==> config.mk <==
export PLATFORM = sky130hd
export DESIGN_NAME = focal_unpool_row_stream
export DESIGN_NICKNAME = d
export VERILOG_FILES = /design/src/rtl/tinyspu_pkg.sv /design/src/rtl/line_buf_sp.sv /design/src/rtl/focal_unpool_row_stream.sv
export SDC_FILE = /design/constraint.sdc
export NUM_CORES = 1
export LEC_CHECK = 0
export ABC_AREA = 1
export CAP_MARGIN = 20
export CORE_MARGIN = 5
export CORE_UTILIZATION = 50
export CTS_CLUSTER_SIZE = 25
export DETAILED_ROUTE_END_ITERATION = 10
export HOLD_SLACK_MARGIN = 0.15
export PLACE_DENSITY = 0.81
export SLEW_MARGIN = 20
export SYNTH_ARGS = -nofsm -noshare
export SYNTH_HDL_FRONTEND = slang
export SYNTH_SLANG_ARGS = --single-unit
export TNS_END_PERCENT = 50
==> constraint.sdc <==
create_clock -name clk -period 3.6 [get_ports clk]
set_clock_uncertainty 0.2 [all_clocks]
set_input_delay 0.36 -clock clk [delete_from_list [all_inputs] [get_ports clk]]
set_output_delay 0.36 -clock clk [all_outputs]
set_load 0.03 [all_outputs]
==> src/rtl/tinyspu_pkg.sv <==
// Shared types and defaults for the tinyspu pixel pipeline blocks.
package tinyspu_pkg;

  localparam int unsigned PIX_W_DEFAULT = 4;

  typedef logic [PIX_W_DEFAULT-1:0] pixel_t;

  typedef enum logic [0:0] {
    PASS0 = 1'b0,
    PASS1 = 1'b1
  } unpool_state_t;

endpackage

==> src/rtl/line_buf_sp.sv <==
// Single-port-write line buffer: synchronous write, asynchronous indexed read.
module line_buf_sp #(
  parameter int unsigned DEPTH = 4,
  parameter int unsigned WIDTH = 4
) (
  input  logic                     clk,
  input  logic                     wr_en,
  input  logic [$clog2(DEPTH)-1:0] wr_addr,
  input  logic [WIDTH-1:0]         wr_data,
  input  logic [$clog2(DEPTH)-1:0] rd_addr,
  output logic [WIDTH-1:0]         rd_data
);

  logic [WIDTH-1:0] mem [DEPTH];

  // No reset: contents are always overwritten by the next row before being read.
  always_ff @(posedge clk) begin
    if (wr_en) begin
      mem[wr_addr] <= wr_data;
    end
  end

  assign rd_data = mem[rd_addr];

endmodule

==> src/rtl/focal_unpool_row_stream.sv <==
// 2x nearest-neighbour upsampler: each pooled row is emitted as two rows,
// every pixel duplicated horizontally; the second row replays the line buffer.
module focal_unpool_row_stream
  import tinyspu_pkg::*;
#(
  parameter int unsigned ROW_LEN = 4,
  parameter int unsigned PIX_W   = PIX_W_DEFAULT
) (
  input  logic             clk,
  input  logic             rst_n,
  input  logic             clr,
  input  logic [PIX_W-1:0] in_data,
  input  logic             in_valid,
  output logic             in_ready,
  output logic [PIX_W-1:0] out_data,
  output logic             out_valid,
  input  logic             out_ready,
  output logic             out_last
);

  localparam int unsigned      IDX_W    = $clog2(ROW_LEN);
  localparam logic [IDX_W-1:0] IDX_LAST = IDX_W'(ROW_LEN - 1);

  unpool_state_t    state;
  logic [IDX_W-1:0] idx;
  logic [IDX_W-1:0] wr_addr;
  logic             dup;
  logic             hold_v;
  logic [PIX_W-1:0] hold;
  logic [PIX_W-1:0] rd_data;
  logic             last_idx;
  logic             can_take;
  logic             in_fire;
  logic             out_fire;
  logic             wr_en;

  always_comb begin
    last_idx  = (idx == IDX_LAST);
    can_take  = (state == PASS0) && (!hold_v || (out_ready && dup && !last_idx));
    in_ready  = rst_n && can_take;
    in_fire   = in_valid && in_ready;
    out_valid = (state == PASS1) || hold_v;
    out_data  = (state == PASS1) ? rd_data : hold;
    out_last  = out_valid && dup && last_idx;
    out_fire  = out_valid && out_ready;
    wr_en     = in_fire && !clr;
    // An accept while hold is full coincides with idx stepping, so it lands one slot ahead.
    wr_addr   = hold_v ? (idx + IDX_W'(1)) : idx;
  end

  line_buf_sp #(
    .DEPTH(ROW_LEN),
    .WIDTH(PIX_W)
  ) u_line_buf (
    .clk    (clk),
    .wr_en  (wr_en),
    .wr_addr(wr_addr),
    .wr_data(in_data),
    .rd_addr(idx),
    .rd_data(rd_data)
  );

  always_ff @(posedge clk or negedge rst_n) begin
    if (!rst_n) begin
      state  <= PASS0;
      idx    <= '0;
      dup    <= 1'b0;
      hold_v <= 1'b0;
      hold   <= '0;
    end else if (clr) begin
      state  <= PASS0;
      idx    <= '0;
      dup    <= 1'b0;
      hold_v <= 1'b0;
      hold   <= '0;
    end else begin
      if (out_fire) begin
        dup <= ~dup;
        if (dup) begin
          hold_v <= 1'b0;
          if (last_idx) begin
            idx   <= '0;
            state <= (state == PASS0) ? PASS1 : PASS0;
          end else begin
            idx <= idx + IDX_W'(1);
          end
        end
      end
      // A same-cycle accept refills hold, overriding the release above.
      if (in_fire) begin
        hold   <= in_data;
        hold_v <= 1'b1;
      end
    end
  end

endmodule

== Yosys cells after proc, flatten, opt, wreduce, memory -nomap -nowiden ==
Memory sizes are Yosys's and may differ from the RTL's.
Index checks and enable logic that the tools add are counted.

* Bitwise operators: 2
* Mux-type cells: 21
* Reduce and logical (&&, ||, !) cells: 23
* Equality and inequality tests: 1
* Add/subtract/negate cells: 1

{| class="wikitable"
|+ Operators by type and width
! cell !! number
|-
| $mux W1 || 13
|-
| $mux W4 || 3
|-
| $mux W2 || 5
|-
| $logic_and A1 B1 Y1 || 9
|-
| $reduce_bool A2 Y1 || 4
|-
| $reduce_bool A3 Y1 || 2
|-
| $reduce_and A2 Y1 || 2
|-
| $logic_not A1 Y1 || 3
|-
| $reduce_and A3 Y1 || 1
|-
| $add A2 B1 Y2 const B || 1
|-
| $eq A2 B2 Y1 const B || 1
|-
| $logic_or A1 B1 Y1 || 2
|-
| $not A1 Y1 || 2
|}

* Input port bits: 9
* Output and inout port bits: 7
* Memories kept: 1
* Bits in writable memories: 16
* Word-level logic and storage cells: 54
* Register bits after elaboration: 9

{| class="wikitable"
|+ Memories
! name !! words !! width !! read ports !! clocked after memory_dff !! write ports !! line !! RTL
|-
| u_line_buf.mem || 4 || 4 || 1 || 0 || 1 || line_buf_sp.sv:14 || <nowiki>logic [WIDTH-1:0] mem [DEPTH];</nowiki>
|}

== Depth between registers and ports, before layout ==
* Depth in word-level cells: 10
* Mapped depth: 8

== By module ==
Synthesis repeated with hierarchy kept, for this count alone.

* Cell total of the unflattened synthesis: 150
* Area, all modules: 1321.3 sq um

{| class="wikitable"
|+ By module, submodules not included
! module !! area an instance (sq um) !! seq. area each (sq um) !! instances !! cells each
|-
| line_buf_sp || 708.2 || 480.5 || 1 || 70
|-
| focal_unpool_row_stream || 613.1 || 225.2 || 1 || 80
|}

== Least setup slack after synthesis ==
Ideal clock, no wire load.

* Path kind: register -> output
* Start: register idx[1]
* End: output in_ready
* Data arrival time: 1.288 ns
* Path buffers: 0
* Slack: 1.752 ns
* Cell stages (with the launch flop): 7
* Cells stage by stage: dfrtp_1 > ha_1 > inv_1 > nand3_1 > nand2_1 > nand2_1 > nor2_1

* Longest elaborated chain between the ends: 6

{| class="wikitable"
|+ RTL lines
! element !! line !! RTL
|-
| from (decl) || focal_unpool_row_stream.sv:25 || <nowiki>logic [IDX_W-1:0] idx;</nowiki>
|-
| from (signal assigned) || focal_unpool_row_stream.sv:85 || <nowiki>idx <= idx + IDX_W'(1);</nowiki>
|-
| $eq A2 B2 Y1 || focal_unpool_row_stream.sv:38 || <nowiki>last_idx = (idx == IDX_LAST);</nowiki>
|-
| $logic_not A1 Y1 || focal_unpool_row_stream.sv:39 || <nowiki>can_take = (state == PASS0) && (!hold_v || (out_ready && dup && !last_idx));</nowiki>
|-
| $logic_and A1 B1 Y1 || focal_unpool_row_stream.sv:39 ||
|-
| $logic_or A1 B1 Y1 || focal_unpool_row_stream.sv:39 ||
|-
| $logic_and A1 B1 Y1 || focal_unpool_row_stream.sv:39 ||
|-
| $logic_and A1 B1 Y1 || focal_unpool_row_stream.sv:40 || <nowiki>in_ready = rst_n && can_take;</nowiki>
|-
| to (decl) || focal_unpool_row_stream.sv:14 || <nowiki>output logic in_ready,</nowiki>
|}

Every way passes these cells.

== Final worst setup path ==
* Start: input rst_n
* End: output in_ready

* Longest elaborated chain between the ends: 1

{| class="wikitable"
|+ RTL lines
! element !! line !! RTL
|-
| from (decl) || focal_unpool_row_stream.sv:10 || <nowiki>input logic rst_n,</nowiki>
|-
| $logic_and A1 B1 Y1 || focal_unpool_row_stream.sv:40 ||
|}

Every way passes these cells.

==> impl_table.tex <==
\begin{tabular}{lr}
\hline
Metric & Value \\
\hline
\multicolumn{2}{l}{\textbf{Outcome}} \\
\quad Run status & completed \\
\multicolumn{2}{l}{\textbf{Run}} \\
\quad Maximum capacitance violations & 0 \\
\multicolumn{2}{l}{\textbf{Timing}} \\
\quad Setup repair after global routing missed its margin & false \\
\quad Max-slew violation count & 0 \\
\quad Final Hold Violating Endpoints & 0 \\
\quad Final-report setup violation count & 0 \\
\quad Post-layout min period & 3.14 ns \\
\quad Worst slew margin relative to its limit & 0.697 \\
\quad Final-layout setup total negative slack & 0 ns \\
\quad Worst-margin pin slew & 0.454 ns \\
\quad Fmax achieved & 0.318 GHz \\
\quad Period utilization & 0.874 \\
\multicolumn{2}{l}{\textbf{Floorplan}} \\
\quad Die Area & 0.00343 mm\^{}2 \\
\quad Io pins & 16 \\
\quad Cell Rows & 17 \\
\quad Width of the die & between 50 and 60 um \\
\quad Core area & 0.00223 mm\^{}2 \\
\quad Die Span Y & about 60 um \\
\quad Initial standard-cell utilization of the core & 0.528 \\
\multicolumn{2}{l}{\textbf{Finish}} \\
\quad Antenna Cells & 0 \\
\quad Area Growth Syn to Fin & 17.6\% \\
\quad Final layout net count & roughly 160 \\
\quad Fraction of layout instances using a drive strength above 1 & 0.0526 \\
\multicolumn{2}{l}{\textbf{Place}} \\
\quad Placer Congestion & 0.782 \\
\quad HPWL after detailed placement & about 1800 um \\
\quad Port bufs & 15 \\
\multicolumn{2}{l}{\textbf{Power}} \\
\quad Power Density & $\sim$370 mW/mm\^{}2 \\
\quad Max IR drop VDD & roughly 280 uV \\
\quad Overall power after layout & 512 uW \\
\quad P\_leak & 0.595 nW \\
\multicolumn{2}{l}{\textbf{Detailed routing}} \\
\quad Detailed-route DRC error count & 0 \\
\quad Post-detailed-routing wire length & about 2300 um \\
\quad 1st-iter DRT viols & 45 \\
\quad Routed Antenna Nets & 0 \\
\quad Wirelength per Cell & approximately 13 um \\
\quad DRT Pass-1 Iters & 4 \\
\quad Via count & 912 \\
\quad Via density & between 5 and 6 \\
\multicolumn{2}{l}{\textbf{Setup path}} \\
\quad CP dominant cell by count & sky130\_fd\_sc\_hd\_\_clkdlybuf4s50\_1 \\
\quad Worst setup startpoint & rst\_n \\
\quad Crit path max fanout & 10 \\
\quad Worst reg2reg endpoint & u\_line\_buf.mem[0][1]\$\_DFFE\_PP\_ \\
\quad CP Data Arrival Time & 2.58 ns \\
\quad Ordered list of cells on the worst path & dlygate4sd3\_1, clkdlybuf4s50\_1, inv\_1, nor2\_1, clkdlybuf4s50\_1 \\
\quad Highest-delay cell along the critical path & sky130\_fd\_sc\_hd\_\_clkdlybuf4s50\_1 \\
\quad Critical register-to-register path startpoint & idx[0]\$\_DFFE\_PN0P\_ \\
\quad Setup slack on the worst flop-to-flop path & 1.42 ns \\
\quad Worst Reg2Reg Path Length in Cells & 6 \\
\quad Type of origin of the critical path & input pin \\
\quad Critical path endpoint category & primary output \\
\quad Crit path max-delay family & buffers and inverters \\
\quad Max stage delay on crit path & 0.77 ns \\
\quad Worst path buffer plus inverter count & 4 \\
\quad Classification of the worst setup path & input pin to primary output \\
\quad Required time of the critical path & 3.04 ns \\
\multicolumn{2}{l}{\textbf{Yosys}} \\
\quad Post-synthesis instance total & roughly 130 \\
\quad Portion of the post-synthesis area used by sequential elements & 0.599 \\
\quad Number of synthesis warnings & 0 \\
\quad Total standard cell area after synthesis & 0.00118 mm\^{}2 \\
\quad Flops \& latches, synth & 25 \\
\quad Net Count, Synth & 144 \\
\quad Post-Syn Area per Cell & a little under 9 um\^{}2 \\
\quad Cell variety after synth & 16 \\
\multicolumn{2}{l}{\textbf{Min path}} \\
\quad Hold path startpoint & hold[0]\$\_DFFE\_PN0P\_ \\
\quad Worst min-delay path category & flop to flop \\
\quad Worst hold path stage count & 2 \\
\quad Endpoint of the worst hold path & hold[0]\$\_DFFE\_PN0P\_ \\
\multicolumn{2}{l}{\textbf{Clock network}} \\
\quad Clock-pin slew reported for the worst setup and hold paths after clock tree synthesis & 0.13 ns \\
\quad CTS Buf Count & 3 \\
\quad Clock buffer depth & 2 \\
\quad Clk\_lat worst skew & 0.31 ns \\
\quad Number of gates resized after CTS & 0 \\
\quad Total clock sinks & 25 \\
\quad CTS Root Cell & sky130\_fd\_sc\_hd\_\_clkbuf\_4 \\
\quad Depth of the CTS H-tree & 1 \\
\quad CTS tree & yes \\
\multicolumn{2}{l}{\textbf{Global routing}} \\
\quad First-pass GRT wire length & a little over 4000 um \\
\quad Vias in the first global route & 942 \\
\quad Overall track demand over capacity in global routing & 0.160 \\
\quad Initial antenna violation count & 0 \\
\quad Overall overflow remaining after global route & 0 \\
\quad Largest net degree at the start of global routing & 15 \\
\hline
\end{tabular}
where the power goes:
group | internal (mW) | total, mW | switching, mW | leakage [nW]
combinational | 0.0288 | 0.0702 | 0.0414 | 0.312
clock | 0.0415 | 0.122 | 0.0806 | 0.0177
sequential | 0.314 | 0.320 | 0.00581 | 0.265
total | 0.384 | 0.512 | 0.128 | 0.595
Yosys cell counts:
library cell / number / area share
sky130_fd_sc_hd__nor2_1: 29 / 0.092
sky130_fd_sc_hd__dfrtp_1: 9 / 0.19
sky130_fd_sc_hd__a21oi_1: 2 / 0.0085
sky130_fd_sc_hd__buf_4: 2 / 0.013
sky130_fd_sc_hd__nor2_2: 2 / 0.011
sky130_fd_sc_hd__inv_1: 13 / 0.041
sky130_fd_sc_hd__xnor2_1: 1 / 0.0074
sky130_fd_sc_hd__nand2_1: 35 / 0.11
sky130_fd_sc_hd__o21ai_1: 1 / 0.0042
sky130_fd_sc_hd__inv_2: 1 / 0.0032
sky130_fd_sc_hd__nand3_1: 8 / 0.034
sky130_fd_sc_hd__nand3_2: 1 / 0.0085
sky130_fd_sc_hd__ha_1: 1 / 0.011
sky130_fd_sc_hd__o21ai_0: 12 / 0.051
sky130_fd_sc_hd__nand4_1: 1 / 0.0053
sky130_fd_sc_hd__edfxtp_1: 16 / 0.41
cells by family (layout without fill, tap and decap cells):
family	count (synthesis)	in the layout	share of synthesized area
and+or+nand+nor	76	76	0.262
adders and majority gates	1	1	0.0106
DFF	25	25	0.599
buffers and inverters	16	34	0.0573
xor gates and xnor gates	1	1	0.00743
AOI/OAI and AO/OA	15	15	0.0637
sequential cells by signal, indices dropped and copies added, names as in the netlist:
signal,cells
idx,2
dup,1
hold,4
state,1
hold_v,1
u_line_buf.mem,16
worst min-delay path, cell delays in order (launching register included):
cell and delay (ns):
sky130_fd_sc_hd__dfrtp_1 0.37, sky130_fd_sc_hd__nand3_1 0.08, sky130_fd_sc_hd__nand2_1 0.06
layout by cell type (no fill, tap or decap):
cell,count
sky130_fd_sc_hd__nand3_1,8
sky130_fd_sc_hd__nor2_2,2
sky130_fd_sc_hd__o21ai_1,1
sky130_fd_sc_hd__inv_2,1
sky130_fd_sc_hd__clkbuf_4,3
sky130_fd_sc_hd__ha_1,1
sky130_fd_sc_hd__inv_1,13
sky130_fd_sc_hd__clkinv_2,1
sky130_fd_sc_hd__nand2_1,35
sky130_fd_sc_hd__a21oi_1,2
sky130_fd_sc_hd__clkdlybuf4s50_1,15
sky130_fd_sc_hd__o21ai_0,12
sky130_fd_sc_hd__xnor2_1,1
sky130_fd_sc_hd__nand3_2,1
sky130_fd_sc_hd__nor2_1,29
sky130_fd_sc_hd__dfrtp_1,9
sky130_fd_sc_hd__edfxtp_1,16
sky130_fd_sc_hd__dlygate4sd3_1,1
sky130_fd_sc_hd__nand4_1,1
worst max path at each step:
| stage | end | slack (ns) | depth (start not counted) |
|---|---|---|---|
| final | in_ready | 0.46 | 5 |
| after global routing | in_ready | 0.24 | 5 |
| after CTS | in_ready | 0.44 | 5 |
| after detailed placement | in_ready | 0.98 | 4 |
| after global placement | in_ready | 1.00 | 4 |
| after floorplan | in_ready | 1.75 | 6 |
what timing repair did:
item	4_1_cts	5_1_grt
hold buffers	1	0
hold endpoints to repair	1	0
setup buffers	0	0
metal layers:
| metal | global-route usage | routed length, um |
|---|---|---|
| met2 | 0.290 | 1250 |
| met5 | 0 | 0 |
| met1 | 0.192 | 1010 |
| met3 | 0.0329 | 53 |
| met4 | 0.0397 | 20 |
metrics by stage:
stage / worst slack (ns) / instances / util / hold WS (ns) / cell area, um^2
6_report: 0.455 / 180 / 0.621 / 0.333 / 1390
5_1_grt: 0.242 / 180 / 0.621 / 0.347 / 1390
4_1_cts: 0.439 / 180 / 0.621 / 0.334 / 1390
3_5_place_dp: 0.984 / 175 / 0.604 / 0.299 / 1350
3_3_place_gp: 1.00 / 175 / 0.604 / 0.298 / 1350
2_1_floorplan: 1.75 / 134 / - / -0.136 / 1180
final cells by class:
| class | instances | area [um^2] |
|---|---|---|
| Fill cell | 190 | 847 |
| Sequential cell | 25 | 706 |
| Multi-Input combinational cell | 93 | 405 |
| Timing Repair Buffer | 16 | 160 |
| Inverter | 14 | 52.6 |
| Tap cell | 28 | 35.0 |
| Clock buffer | 3 | 22.5 |
| Clock inverter | 1 | 5.00 |
(Power assumes the default switching activity.)
